===== src/rtl/ramp_sweep_ctrl_if.sv =====
// Control/config bundle between the PS-side register block, the sweep controller and the
// ramp generator's frequency/amplitude inputs.
interface ramp_sweep_ctrl_if #(
  parameter int unsigned FREQ_W  = 32,
  parameter int unsigned DWELL_W = 32,
  parameter int unsigned SWEEP_W = 16
);
  logic               start;
  logic               abort;
  logic [FREQ_W-1:0]  cfg_start_freq;
  logic [FREQ_W-1:0]  cfg_stop_freq;
  logic [FREQ_W-1:0]  cfg_step;
  logic [DWELL_W-1:0] cfg_dwell;
  logic [31:0]        cfg_amplitude;
  logic               cfg_mode;
  logic [SWEEP_W-1:0] cfg_num_sweeps;
  logic               beat;
  logic [FREQ_W-1:0]  frequency;
  logic [31:0]        amplitude;
  logic               busy;
  logic               done;
  logic               cfg_err;
  logic [SWEEP_W-1:0] sweep_count;

  modport master (
    output start, abort, cfg_start_freq, cfg_stop_freq, cfg_step, cfg_dwell, cfg_amplitude,
           cfg_mode, cfg_num_sweeps, beat,
    input  frequency, amplitude, busy, done, cfg_err, sweep_count
  );

  modport slave (
    input  start, abort, cfg_start_freq, cfg_stop_freq, cfg_step, cfg_dwell, cfg_amplitude,
           cfg_mode, cfg_num_sweeps, beat,
    output frequency, amplitude, busy, done, cfg_err, sweep_count
  );
endinterface


===== src/rtl/ramp_sweep_ctrl.sv =====
// Stepped frequency sweep sequencer: holds each frequency for a programmed number of accepted
// beats, then steps in sawtooth or triangle fashion for N sweeps or forever.
module ramp_sweep_ctrl #(
  parameter int unsigned FREQ_W  = 32,
  parameter int unsigned DWELL_W = 32,
  parameter int unsigned SWEEP_W = 16
) (
  input  logic              ACLK,
  input  logic              ARESET,
  ramp_sweep_ctrl_if.slave  bus
);

  typedef enum logic [1:0] {StIdle, StLoad, StDwell, StAdvance} state_e;

  state_e state_q, state_d;

  // Shadow copies of the configuration, captured on an accepted start
  logic [FREQ_W-1:0]  start_q, start_d;
  logic [FREQ_W-1:0]  stop_q, stop_d;
  logic [FREQ_W-1:0]  step_q, step_d;
  logic [DWELL_W-1:0] dwell_cfg_q, dwell_cfg_d;
  logic [31:0]        amp_cfg_q, amp_cfg_d;
  logic               mode_q, mode_d;
  logic [SWEEP_W-1:0] num_q, num_d;

  logic [FREQ_W-1:0]  freq_q, freq_d;
  logic [31:0]        amp_q, amp_d;
  logic [DWELL_W-1:0] dwell_q, dwell_d;
  logic               dir_down_q, dir_down_d;
  logic [SWEEP_W-1:0] count_q, count_d;
  logic               done_q, done_d;
  logic               err_q, err_d;

  logic               cfg_ok;
  logic [DWELL_W-1:0] dwell_load;
  logic [FREQ_W:0]    up_sum, dn_diff;
  logic               up_ok, dn_ok;
  logic               sweep_done, final_sweep;
  logic [FREQ_W-1:0]  nxt_freq;
  logic               nxt_dir_down;
  logic [SWEEP_W-1:0] count_plus, count_sat;

  assign cfg_ok     = (bus.cfg_step != '0) && (bus.cfg_start_freq <= bus.cfg_stop_freq);
  assign dwell_load = (dwell_cfg_q == '0) ? DWELL_W'(1) : dwell_cfg_q;

  // Extra top bit catches carry on the way up and borrow on the way down
  assign up_sum  = {1'b0, freq_q} + {1'b0, step_q};
  assign dn_diff = {1'b0, freq_q} - {1'b0, step_q};
  assign up_ok   = !up_sum[FREQ_W] && (up_sum[FREQ_W-1:0] <= stop_q);
  assign dn_ok   = !dn_diff[FREQ_W] && (dn_diff[FREQ_W-1:0] >= start_q);

  always_comb begin
    sweep_done   = 1'b0;
    nxt_freq     = freq_q;
    nxt_dir_down = dir_down_q;
    if (!dir_down_q) begin
      if (up_ok) begin
        nxt_freq = up_sum[FREQ_W-1:0];
      end else if (!mode_q) begin
        sweep_done = 1'b1;
        nxt_freq   = start_q;
      end else begin
        nxt_dir_down = 1'b1;
        nxt_freq     = dn_ok ? dn_diff[FREQ_W-1:0] : start_q;
      end
    end else begin
      if (dn_ok) begin
        nxt_freq = dn_diff[FREQ_W-1:0];
      end else begin
        sweep_done   = 1'b1;
        nxt_dir_down = 1'b0;
        nxt_freq     = up_ok ? up_sum[FREQ_W-1:0] : stop_q;
      end
    end
  end

  assign count_plus  = count_q + SWEEP_W'(1);
  assign count_sat   = (count_q == '1) ? count_q : count_plus;
  assign final_sweep = sweep_done && (num_q != '0) && (count_plus == num_q);

  // State register
  always_ff @(posedge ACLK) begin
    if (ARESET) begin
      state_q <= StIdle;
    end else begin
      state_q <= state_d;
    end
  end

  // Next-state logic
  always_comb begin
    state_d = state_q;
    if (bus.abort) begin
      state_d = StIdle;
    end else begin
      unique case (state_q)
        StIdle:    if (bus.start && cfg_ok) state_d = StLoad;
        StLoad:    state_d = StDwell;
        StDwell:   if (bus.beat && (dwell_q == DWELL_W'(1))) state_d = StAdvance;
        StAdvance: state_d = final_sweep ? StIdle : StDwell;
        default:   state_d = StIdle;
      endcase
    end
  end

  // Datapath / output next values
  always_comb begin
    start_d     = start_q;
    stop_d      = stop_q;
    step_d      = step_q;
    dwell_cfg_d = dwell_cfg_q;
    amp_cfg_d   = amp_cfg_q;
    mode_d      = mode_q;
    num_d       = num_q;
    freq_d      = freq_q;
    amp_d       = amp_q;
    dwell_d     = dwell_q;
    dir_down_d  = dir_down_q;
    count_d     = count_q;
    done_d      = 1'b0;
    err_d       = 1'b0;
    if (bus.abort) begin
      freq_d = '0;
      amp_d  = '0;
    end else begin
      unique case (state_q)
        StIdle: begin
          if (bus.start) begin
            if (cfg_ok) begin
              start_d     = bus.cfg_start_freq;
              stop_d      = bus.cfg_stop_freq;
              step_d      = bus.cfg_step;
              dwell_cfg_d = bus.cfg_dwell;
              amp_cfg_d   = bus.cfg_amplitude;
              mode_d      = bus.cfg_mode;
              num_d       = bus.cfg_num_sweeps;
              count_d     = '0;
            end else begin
              err_d = 1'b1;
            end
          end
        end
        StLoad: begin
          freq_d     = start_q;
          amp_d      = amp_cfg_q;
          dwell_d    = dwell_load;
          dir_down_d = 1'b0;
        end
        StDwell: begin
          if (bus.beat) dwell_d = dwell_q - DWELL_W'(1);
        end
        StAdvance: begin
          dwell_d = dwell_load;
          if (sweep_done) count_d = count_sat;
          if (final_sweep) begin
            done_d = 1'b1;
            freq_d = '0;
            amp_d  = '0;
          end else begin
            freq_d     = nxt_freq;
            dir_down_d = nxt_dir_down;
          end
        end
        default: ;
      endcase
    end
  end

  always_ff @(posedge ACLK) begin
    if (ARESET) begin
      start_q     <= '0;
      stop_q      <= '0;
      step_q      <= '0;
      dwell_cfg_q <= '0;
      amp_cfg_q   <= '0;
      mode_q      <= 1'b0;
      num_q       <= '0;
      freq_q      <= '0;
      amp_q       <= '0;
      dwell_q     <= '0;
      dir_down_q  <= 1'b0;
      count_q     <= '0;
      done_q      <= 1'b0;
      err_q       <= 1'b0;
    end else begin
      start_q     <= start_d;
      stop_q      <= stop_d;
      step_q      <= step_d;
      dwell_cfg_q <= dwell_cfg_d;
      amp_cfg_q   <= amp_cfg_d;
      mode_q      <= mode_d;
      num_q       <= num_d;
      freq_q      <= freq_d;
      amp_q       <= amp_d;
      dwell_q     <= dwell_d;
      dir_down_q  <= dir_down_d;
      count_q     <= count_d;
      done_q      <= done_d;
      err_q       <= err_d;
    end
  end

  assign bus.frequency   = freq_q;
  assign bus.amplitude   = amp_q;
  assign bus.busy        = (state_q != StIdle);
  assign bus.done        = done_q;
  assign bus.cfg_err     = err_q;
  assign bus.sweep_count = count_q;

endmodule


===== src/flat_wrapper.sv =====
// flat-port wrapper written by rule: the top's interface ports become plain ports
module ramp_sweep_ctrl_flat 
#(
  parameter int unsigned FREQ_W  = 32,
  parameter int unsigned DWELL_W = 32,
  parameter int unsigned SWEEP_W = 16
)
  (ACLK, ARESET, bus_start, bus_abort, bus_cfg_start_freq, bus_cfg_stop_freq, bus_cfg_step, bus_cfg_dwell, bus_cfg_amplitude, bus_cfg_mode, bus_cfg_num_sweeps, bus_beat, bus_frequency, bus_amplitude, bus_busy, bus_done, bus_cfg_err, bus_sweep_count);
  ramp_sweep_ctrl_if #(.FREQ_W(FREQ_W), .DWELL_W(DWELL_W), .SWEEP_W(SWEEP_W)) bus_i ();
  input  logic ACLK;
  input  logic ARESET;
  input wire logic [$bits(bus_i.start)-1:0] bus_start;
  input wire logic [$bits(bus_i.abort)-1:0] bus_abort;
  input wire logic [$bits(bus_i.cfg_start_freq)-1:0] bus_cfg_start_freq;
  input wire logic [$bits(bus_i.cfg_stop_freq)-1:0] bus_cfg_stop_freq;
  input wire logic [$bits(bus_i.cfg_step)-1:0] bus_cfg_step;
  input wire logic [$bits(bus_i.cfg_dwell)-1:0] bus_cfg_dwell;
  input wire logic [$bits(bus_i.cfg_amplitude)-1:0] bus_cfg_amplitude;
  input wire logic [$bits(bus_i.cfg_mode)-1:0] bus_cfg_mode;
  input wire logic [$bits(bus_i.cfg_num_sweeps)-1:0] bus_cfg_num_sweeps;
  input wire logic [$bits(bus_i.beat)-1:0] bus_beat;
  output wire logic [$bits(bus_i.frequency)-1:0] bus_frequency;
  output wire logic [$bits(bus_i.amplitude)-1:0] bus_amplitude;
  output wire logic [$bits(bus_i.busy)-1:0] bus_busy;
  output wire logic [$bits(bus_i.done)-1:0] bus_done;
  output wire logic [$bits(bus_i.cfg_err)-1:0] bus_cfg_err;
  output wire logic [$bits(bus_i.sweep_count)-1:0] bus_sweep_count;
  assign bus_i.start = bus_start;
  assign bus_i.abort = bus_abort;
  assign bus_i.cfg_start_freq = bus_cfg_start_freq;
  assign bus_i.cfg_stop_freq = bus_cfg_stop_freq;
  assign bus_i.cfg_step = bus_cfg_step;
  assign bus_i.cfg_dwell = bus_cfg_dwell;
  assign bus_i.cfg_amplitude = bus_cfg_amplitude;
  assign bus_i.cfg_mode = bus_cfg_mode;
  assign bus_i.cfg_num_sweeps = bus_cfg_num_sweeps;
  assign bus_i.beat = bus_beat;
  assign bus_frequency = bus_i.frequency;
  assign bus_amplitude = bus_i.amplitude;
  assign bus_busy = bus_i.busy;
  assign bus_done = bus_i.done;
  assign bus_cfg_err = bus_i.cfg_err;
  assign bus_sweep_count = bus_i.sweep_count;
  ramp_sweep_ctrl #(.FREQ_W(FREQ_W), .DWELL_W(DWELL_W), .SWEEP_W(SWEEP_W)) u_core (.ACLK(ACLK), .ARESET(ARESET), .bus(bus_i));
endmodule

===== config.mk =====
export PLATFORM = sky130hd
export DESIGN_NAME = ramp_sweep_ctrl_flat
export DESIGN_NICKNAME = d
export VERILOG_FILES = /design/src/rtl/ramp_sweep_ctrl_if.sv /design/src/rtl/ramp_sweep_ctrl.sv /design/src/flat_wrapper.sv
export SDC_FILE = /design/constraint.sdc
export NUM_CORES = 1
export LEC_CHECK = 0
export ABC_AREA = 1
export CAP_MARGIN = 5
export CORE_ASPECT_RATIO = 1.25
export CORE_MARGIN = 2
export CORE_UTILIZATION = 52
export DETAILED_ROUTE_END_ITERATION = 8
export PLACE_DENSITY = 0.83
export SLEW_MARGIN = 20
export SYNTH_ARGS = -nofsm -noshare
export SYNTH_HDL_FRONTEND = slang
export SYNTH_SLANG_ARGS = --single-unit

===== constraint.sdc =====
create_clock -name ACLK -period 3.85 [get_ports ACLK]
set_clock_uncertainty 0.15 [all_clocks]
set_input_delay 1.155 -clock ACLK [delete_from_list [all_inputs] [get_ports ACLK]]
set_output_delay 1.155 -clock ACLK [all_outputs]
set_load 0.05 [all_outputs]

# Yosys cells after proc, flatten, opt, wreduce, memory -nomap -nowiden
# Index checks and enable logic that the tools add are counted.
# op_classes
n_reduce_logical	27
add_sub_neg	4
n_eq_ne	15
n_mux	34
bitwise_logic	4
n_lt_le_gt_ge	3
# op_table
operator	n
32-bit 2-to-1 mux	10
32-bit case mux with 2 select lines	3
32-bit <= comparator	2
16-bit 2-to-1 mux	4
32-bit by 32-bit adder with 33-bit output	1
32-bit by 32-bit subtractor with 33-bit output	1
32-bit by 1-bit equality test with 1-bit output (second input constant)	1
32-bit greater-or-equal comparator	1
32-bit zero test	1
16-bit case mux with 2 select lines	1
32-bit nonzero test	1
32-bit by 1-bit subtractor with 32-bit output (second input constant)	1
16-bit by 1-bit adder with 16-bit output (second input constant)	1
16-bit equality test	1
16-bit equality test (second input constant)	1
16-bit nonzero test	1
1-bit 2-to-1 mux	11
2-bit by 1-bit != test with 1-bit output (second input constant)	5
2-bit != test (second input constant)	4
2-bit case mux with 4 select lines	1
2-bit nonzero test	4
1-bit logical AND	7
2-bit 2-to-1 mux	3
3-bit AND reduction	2
12 further kinds	19
# totals
in_bits	182
out_inout_bits	83
word_cells	102
ff_bits	294

# Longest topological paths before layout
# depth
depth_word	9
ltp_mapped	34

# Worst setup path before layout
# No wires, ideal clock.
# synth_path
path_kind	register -> register
startpoint	register u_core.freq_q[2], in the netlist u_core.bus.frequency[2]
endpoint	register u_core.amp_q[10], in the netlist u_core.bus.amplitude[10]
setup_slack_ns	-0.317
period_less_slack_ns	4.167
path_buffers	2
t_arrival_ns	3.885
path_stages_with_launch	27
setup_time_ns	0.132
cell_sequence	dfxtp_1 ha_1 buf_4 a21oi_1 nand2_1 a21oi_1 o21ai_0 nand2_1 nand2_1 xor2_1 inv_1 ha_1 a21oi_1 o21ai_0 nand2_1 nand2_1 a21oi_1 nand3_1 nand2_4 nand2_4 nand2_4 nand3_2 nand2_2 nand2_2 buf_4 nand2_1 a21oi_1
# synth_via
elab_chain_cells	9
# synth_lines
element	line_no	source
start: declaration	ramp_sweep_ctrl.sv:26	logic [FREQ_W-1:0] freq_q, freq_d;
start signal: assignment	ramp_sweep_ctrl.sv:193	freq_q <= freq_d;
32-bit by 32-bit adder with 33-bit output or 32-bit by 32-bit subtractor with 33-bit output (tied branches)	ramp_sweep_ctrl.sv:47, ramp_sweep_ctrl.sv:48	
32-bit <= comparator, or another cell as far along	ramp_sweep_ctrl.sv:49	assign up_ok = !up_sum[FREQ_W] && (up_sum[FREQ_W-1:0] <= stop_q);
1-bit logical AND, on equally long branches	ramp_sweep_ctrl.sv:49, ramp_sweep_ctrl.sv:50	
1-bit 2-to-1 mux, on equally long branches	ramp_sweep_ctrl.sv:57, ramp_sweep_ctrl.sv:67	
1-bit 2-to-1 mux (*)	ramp_sweep_ctrl.sv:56	if (!dir_down_q) begin
1-bit logical AND (*) (2 in series)	ramp_sweep_ctrl.sv:79	assign final_sweep = sweep_done && (num_q != '0) && (count_plus == num_q);
2-bit by 1-bit != test with 1-bit output (no line) (*)	n/a	
2-bit AND reduction (no line) (*)	n/a	
end signal: assignment	ramp_sweep_ctrl.sv:194	amp_q <= amp_d;
end: declaration	ramp_sweep_ctrl.sv:27	logic [31:0] amp_q, amp_d;
# Mark *: on every way between the ends. The rest lies on a longest branch, timed or not.
# A chain may end at the register's enable or synchronous reset.

# Worst setup path after layout
# layout_path
startpoint	register u_core.step_q[0]
endpoint	register u_core.amp_q[24], in the netlist u_core.bus.amplitude[24]
# layout_via
elab_chain_cells	9
# layout_lines
element	line_no	source
start: declaration	ramp_sweep_ctrl.sv:20	logic [FREQ_W-1:0] step_q, step_d;
start signal: assignment	ramp_sweep_ctrl.sv:188	step_q <= step_d;
32-bit by 32-bit adder with 33-bit output or 32-bit by 32-bit subtractor with 33-bit output (tied branches)	ramp_sweep_ctrl.sv:47, ramp_sweep_ctrl.sv:48	
32-bit <= comparator, or another cell as far along	ramp_sweep_ctrl.sv:49	
1-bit logical AND, on equally long branches	ramp_sweep_ctrl.sv:49, ramp_sweep_ctrl.sv:50	
1-bit 2-to-1 mux, on equally long branches	ramp_sweep_ctrl.sv:57, ramp_sweep_ctrl.sv:67	
1-bit 2-to-1 mux (*)	ramp_sweep_ctrl.sv:56	
1-bit logical AND (*) (2 in series)	ramp_sweep_ctrl.sv:79	
2-bit by 1-bit != test with 1-bit output (no line) (*)	n/a	
2-bit AND reduction (no line) (*)	n/a	
# Marks and branches as above.

==> results.txt <==
The pin count of the biggest net entering global routing is 76. The sort of element at the end of the critical path is a register. The tool flagged a number of max-cap violations equal to 0. The total power came out at 11400 uW.

The share of cell area taken by muxes after synthesis is 0%. The flow ran to the end, but the final reports show violations. By instance count, the cell type seen most on the critical path is sky130_fd_sc_hd__nand2_1. The checks that failed: setup timing. The initial standard-cell utilization of the core is 52.5%. At the worst endpoint, the arrival time is 5.06 ns. The achievable frequency came out at 0.211 GHz. The XOR/XNOR share of the synthesized area is 2.37%.

The count of TritonRoute iterations in the first routing pass came out at 7. The synthesized design contains 0 enable-type register cells. The critical path data required time is 4.17 ns. The wire length of the first global-routing pass is 126000 um. The largest individual stage delay along the critical path comes from the cell sky130_fd_sc_hd__fa_2.

The placeable core region came out at 0.0400 mm2. The total power density per cell area is 368 mW/mm2. The Yosys warning count came out at 0. The path class of the tightest hold or removal check is register to register. Yosys mapped the design onto 52 distinct sky130hd cell types. The most instantiated flip-flop cell in the synthesis netlist is sky130_fd_sc_hd__dfxtp_1. The total nets after synthesis is 3684. After synthesis the netlist holds a flip-flop and latch count of 294. The floorplan row count is 82. Detailed routing inserted a total of 26.9k vias. The number of buffers inserted by port buffering came out at 264. The largest fanout of any net on the critical path came out at 7.

The share of the yosys chip area belonging to registers is 28.0%. The final hold violation count is 0. The worst setup path is launched from a register. The all-layer global routing usage came out at 37.6%.

The number of antenna violations at the first check in global routing came out at 6. The number of buffers added by the clock tree synthesis step came out at 34. The remaining global-route overflow is 0. The die is 184 um wide. Summing the areas of all and, or, nand and nor instances in the mapped netlist gives 28.1% of the synthesized area. The number of cells produced by synthesis is 3337. The DRC violation count after routing is 0. The number of clock sinks came out at 294. Setup repair after global routing could not meet its margin everywhere.

TritonCTS built the clock tree. The worst relative slew slack came out at 38.7%. The total negative slack for setup checks is -71.92 ns. The reported leakage power came out at 0.0146 uW. The detailed-route wire length per cell is 19.7 um.

The worst path uses 123% of the clock period. The layout cell share with drive strength beyond 1 is 25.2%. Summing the areas of all compound-gate instances in the mapped netlist gives 19.6% of the synthesized area. The maximum cell stage delay along the critical path is 0.37 ns.

Using the TritonRoute via totals, the vias-per-cell ratio works out to 5.90. The detailed placement HPWL is 60300 um. The final worst-path setup slack came out at -0.886 ns. After synthesis, the largest family of logic cells by area is simple AND/OR/NAND/NOR gates. The mean instance size in the synthesized netlist came out at 6.30 um2.

In the synthesized netlist the async set-or-reset flop fraction comes to 0%. The worst setup path is of the register to register kind. The clock latency on the worst-skew pair came out at 0.55 ns.

The worst IR drop on VDD came out at 365 uV. After clock tree synthesis, the clock-pin slew on the worst setup and hold paths is 0.07 ns. The via count of the first global-routing pass is 24.9k.

The max-slew violation count is 0. The number of top-level design ports is 265. The number of antenna-violating nets in the routed design is 0. The slew at the pin closest to its max-slew limit is 0.920 ns. The number of placed instances, taps included is 4451. The floorplan step defined a die boundary enclosing 0.0421 mm2. The final non-filler cell total came out at 4554.

The depth of the CTS H-tree is 2. The combined area of all synthesized cells came out at 0.0210 mm2. The area overhead of the layout relative to synthesis is 48.0%. The placer congestion estimate came out at 1.02. Setup violations remaining at the end of the flow were counted as 217.

The height of the die came out at 229 um. The number of nets in the layout came out at 4375. The synthesized netlist devotes 9.89% of its cell area to adder and majority cells.

The aggregate routed wire length is 89800 um. The maximum root-to-sink buffer count is 3. The number of buffers added to fix hold violations after cts is 0. The shortest clock period the worst path allows after layout is 4.74 ns. CTS placed an instance of sky130_fd_sc_hd__clkbuf_16 at the clock tree root.

After the first detailed-routing iteration, the DRC count stood at 3014.
-- worst paths after layout --
| check | from | end | slack [ns] | cells after the start |
|---|---|---|---|---|
| hold / removal | u_core.amp_cfg_q[17] | u_core.amp_cfg_q[17] | 0.30 | 2 |
| setup reg to reg | u_core.step_q[0] | u_core.bus.amplitude[24] | -0.89 | 31 |
| hold reg to reg | u_core.amp_cfg_q[17] | u_core.amp_cfg_q[17] | 0.30 | 2 |
| setup / recovery | u_core.step_q[0] | u_core.bus.amplitude[24] | -0.89 | 31 |
-- worst max-delay path: cells and delay by family, from the launching register on --
kind,cells,cell delay [ns]
AND/OR/NAND/NOR,20,2.22
AO/OA/AOI/OAI,3,0.47
buffers and inverters,5,0.62
flip-flops,1,0.36
adder cells (fa/ha/maj),3,0.84
-- cell type report --
| cell class | instances | area [um2] |
|---|---|---|
| sequential | 294 | 5940 |
| timing repair buffer | 804 | 7360 |
| tap | 504 | 631 |
| inverter | 485 | 1860 |
| clock inverter | 14 | 128 |
| multi-input combinational | 2409 | 14300 |
| antenna | 1 | 2.50 |
| clock buffer | 43 | 936 |
| fill | 2748 | 8910 |
-- power by group --
group	switching [uW]	leakage [uW]	internal, uW	total, uW
logic	2810	0.0117	2090	4900
registers	112	0.00241	3200	3310
clock network	1430	0.000528	1810	3230
total	4350	0.0146	7100	11400
-- per-stage QoR --
| stage | utilization [%] | hold WS, ns | setup WS (ns) | cell area, um2 |
|---|---|---|---|---|
| 6_report | 77.7 | 0.300 | -0.886 | 31100 |
| 5_1_grt | 77.7 | 0.315 | -1.02 | 31100 |
| 4_1_cts | 73.8 | 0.294 | -0.628 | 29500 |
| 3_5_place_dp | 69.0 | 0.286 | -1.03 | 27600 |
| 3_3_place_gp | 69.0 | 0.280 | -0.961 | 27600 |
| 2_1_floorplan | - | 0.274 | 0.00526 | 21100 |
-- routing by layer --
metal | part of all wire (%) | vias to the layer above | track usage [%] | wire length, um
met1 | 35 | 12268 | 42.4 | 31900
li1 | - | 12246 | - | -
met3 | 9.4 | 600 | 6.82 | 8430
met2 | 46 | 1745 | 64.8 | 41700
met5 | 0.075 | - | 0 | 67
met4 | 8.6 | 10 | 23.7 | 7680
-- registers in the layout, indices dropped and copies added, names as in the netlist --
register and cells:
u_core.amp_cfg_q 32, u_core.bus.amplitude 32, u_core.bus.cfg_err 1, u_core.bus.done 1, u_core.bus.frequency 32, u_core.bus.sweep_count 16
u_core.dir_down_q 1, u_core.dwell_cfg_q 32, u_core.dwell_q 32, u_core.mode_q 1, u_core.num_q 16, u_core.start_q 32
u_core.state_q 2, u_core.step_q 32, u_core.stop_q 32
-- placed cells by master, fill, tap and decap left out, types with 6 or more instances in the layout --
cell type                         instances
sky130_fd_sc_hd__clkbuf_16               45
sky130_fd_sc_hd__o21ai_0                182
sky130_fd_sc_hd__o21ai_1                 97
sky130_fd_sc_hd__nand4_1                 57
sky130_fd_sc_hd__or2_2                    9
sky130_fd_sc_hd__buf_6                   25
sky130_fd_sc_hd__nand3_1                139
sky130_fd_sc_hd__nand2_2                 75
sky130_fd_sc_hd__nor3_2                   8
sky130_fd_sc_hd__a21oi_2                 94
sky130_fd_sc_hd__nand3b_1                19
sky130_fd_sc_hd__nor4_1                  20
sky130_fd_sc_hd__o21a_1                   6
sky130_fd_sc_hd__inv_1                  458
sky130_fd_sc_hd__a21oi_1                349
sky130_fd_sc_hd__nand2_1                710
sky130_fd_sc_hd__nand2_4                 49
sky130_fd_sc_hd__o21ai_2                 12
sky130_fd_sc_hd__nand3_2                 27
sky130_fd_sc_hd__xor2_1                  40
sky130_fd_sc_hd__xor2_2                   7
sky130_fd_sc_hd__clkinv_2                 7
sky130_fd_sc_hd__ha_1                   147
sky130_fd_sc_hd__ha_4                    14
sky130_fd_sc_hd__buf_12                  14
sky130_fd_sc_hd__o21bai_1                 9
sky130_fd_sc_hd__buf_4                  478
sky130_fd_sc_hd__buf_16                   8
sky130_fd_sc_hd__xnor2_1                  7
sky130_fd_sc_hd__nor2_2                  42
sky130_fd_sc_hd__dfxtp_2                 28
sky130_fd_sc_hd__clkdlybuf4s50_1        262
sky130_fd_sc_hd__nor3_1                  23
sky130_fd_sc_hd__nor2_1                 197
sky130_fd_sc_hd__inv_2                   14
sky130_fd_sc_hd__dfxtp_1                262
-- kinds of logic (layout without fill, tap and decap cells) --
kind of cell / count (synthesis) / count (layout)
AOI/OAI and AO/OA: 789 / 789
xor gates and xnor gates: 57 / 57
and+or+nand+nor: 1398 / 1398
buffers and inverters: 634 / 1346
DFF: 294 / 294
adders and majority gates: 165 / 165
other: 0 / 1
-- synth_stat cells, types with 3 or more instances --
| cell | n | area [um2] |
|---|---|---|
| sky130_fd_sc_hd__a21oi_1 | 441 | 2210 |
| sky130_fd_sc_hd__a21oi_2 | 6 | 52.6 |
| sky130_fd_sc_hd__a221oi_1 | 5 | 43.8 |
| sky130_fd_sc_hd__a31oi_1 | 4 | 25.0 |
| sky130_fd_sc_hd__and2_1 | 3 | 18.8 |
| sky130_fd_sc_hd__buf_1 | 6 | 22.5 |
| sky130_fd_sc_hd__buf_2 | 41 | 205 |
| sky130_fd_sc_hd__buf_4 | 11 | 82.6 |
| sky130_fd_sc_hd__buf_6 | 6 | 67.6 |
| sky130_fd_sc_hd__clkbuf_1 | 84 | 315 |
| sky130_fd_sc_hd__clkinv_1 | 4 | 15.0 |
| sky130_fd_sc_hd__dfxtp_1 | 294 | 5890 |
| sky130_fd_sc_hd__ha_1 | 163 | 2040 |
| sky130_fd_sc_hd__inv_1 | 470 | 1760 |
| sky130_fd_sc_hd__inv_2 | 9 | 33.8 |
| sky130_fd_sc_hd__nand2_1 | 821 | 3080 |
| sky130_fd_sc_hd__nand2_2 | 12 | 75.1 |
| sky130_fd_sc_hd__nand2_4 | 4 | 45.0 |
| sky130_fd_sc_hd__nand3_1 | 166 | 831 |
| sky130_fd_sc_hd__nand3_2 | 3 | 30.0 |
| sky130_fd_sc_hd__nand3b_1 | 19 | 143 |
| sky130_fd_sc_hd__nand4_1 | 57 | 357 |
| sky130_fd_sc_hd__nor2_1 | 236 | 886 |
| sky130_fd_sc_hd__nor2_2 | 8 | 50.1 |
| sky130_fd_sc_hd__nor3_1 | 32 | 160 |
| sky130_fd_sc_hd__nor4_1 | 23 | 144 |
| sky130_fd_sc_hd__o211ai_1 | 5 | 37.5 |
| sky130_fd_sc_hd__o21a_1 | 6 | 45.0 |
| sky130_fd_sc_hd__o21ai_0 | 288 | 1440 |
| sky130_fd_sc_hd__o21ai_1 | 3 | 15.0 |
| sky130_fd_sc_hd__o21bai_1 | 12 | 90.1 |
| sky130_fd_sc_hd__o22ai_1 | 5 | 31.3 |
| sky130_fd_sc_hd__or2_2 | 9 | 56.3 |
| sky130_fd_sc_hd__xnor2_1 | 9 | 78.8 |
| sky130_fd_sc_hd__xor2_1 | 48 | 420 |
-- timing repair --
action / in CTS / in global routing
gates resized for setup: 165 / 409
endpoints found under the setup margin: 259 / 260
pin swaps: 50 / 100
buffers inserted: 25 / 11
gates cloned: 5 / 9
Note: power is estimated with default switching activity, not from simulation.
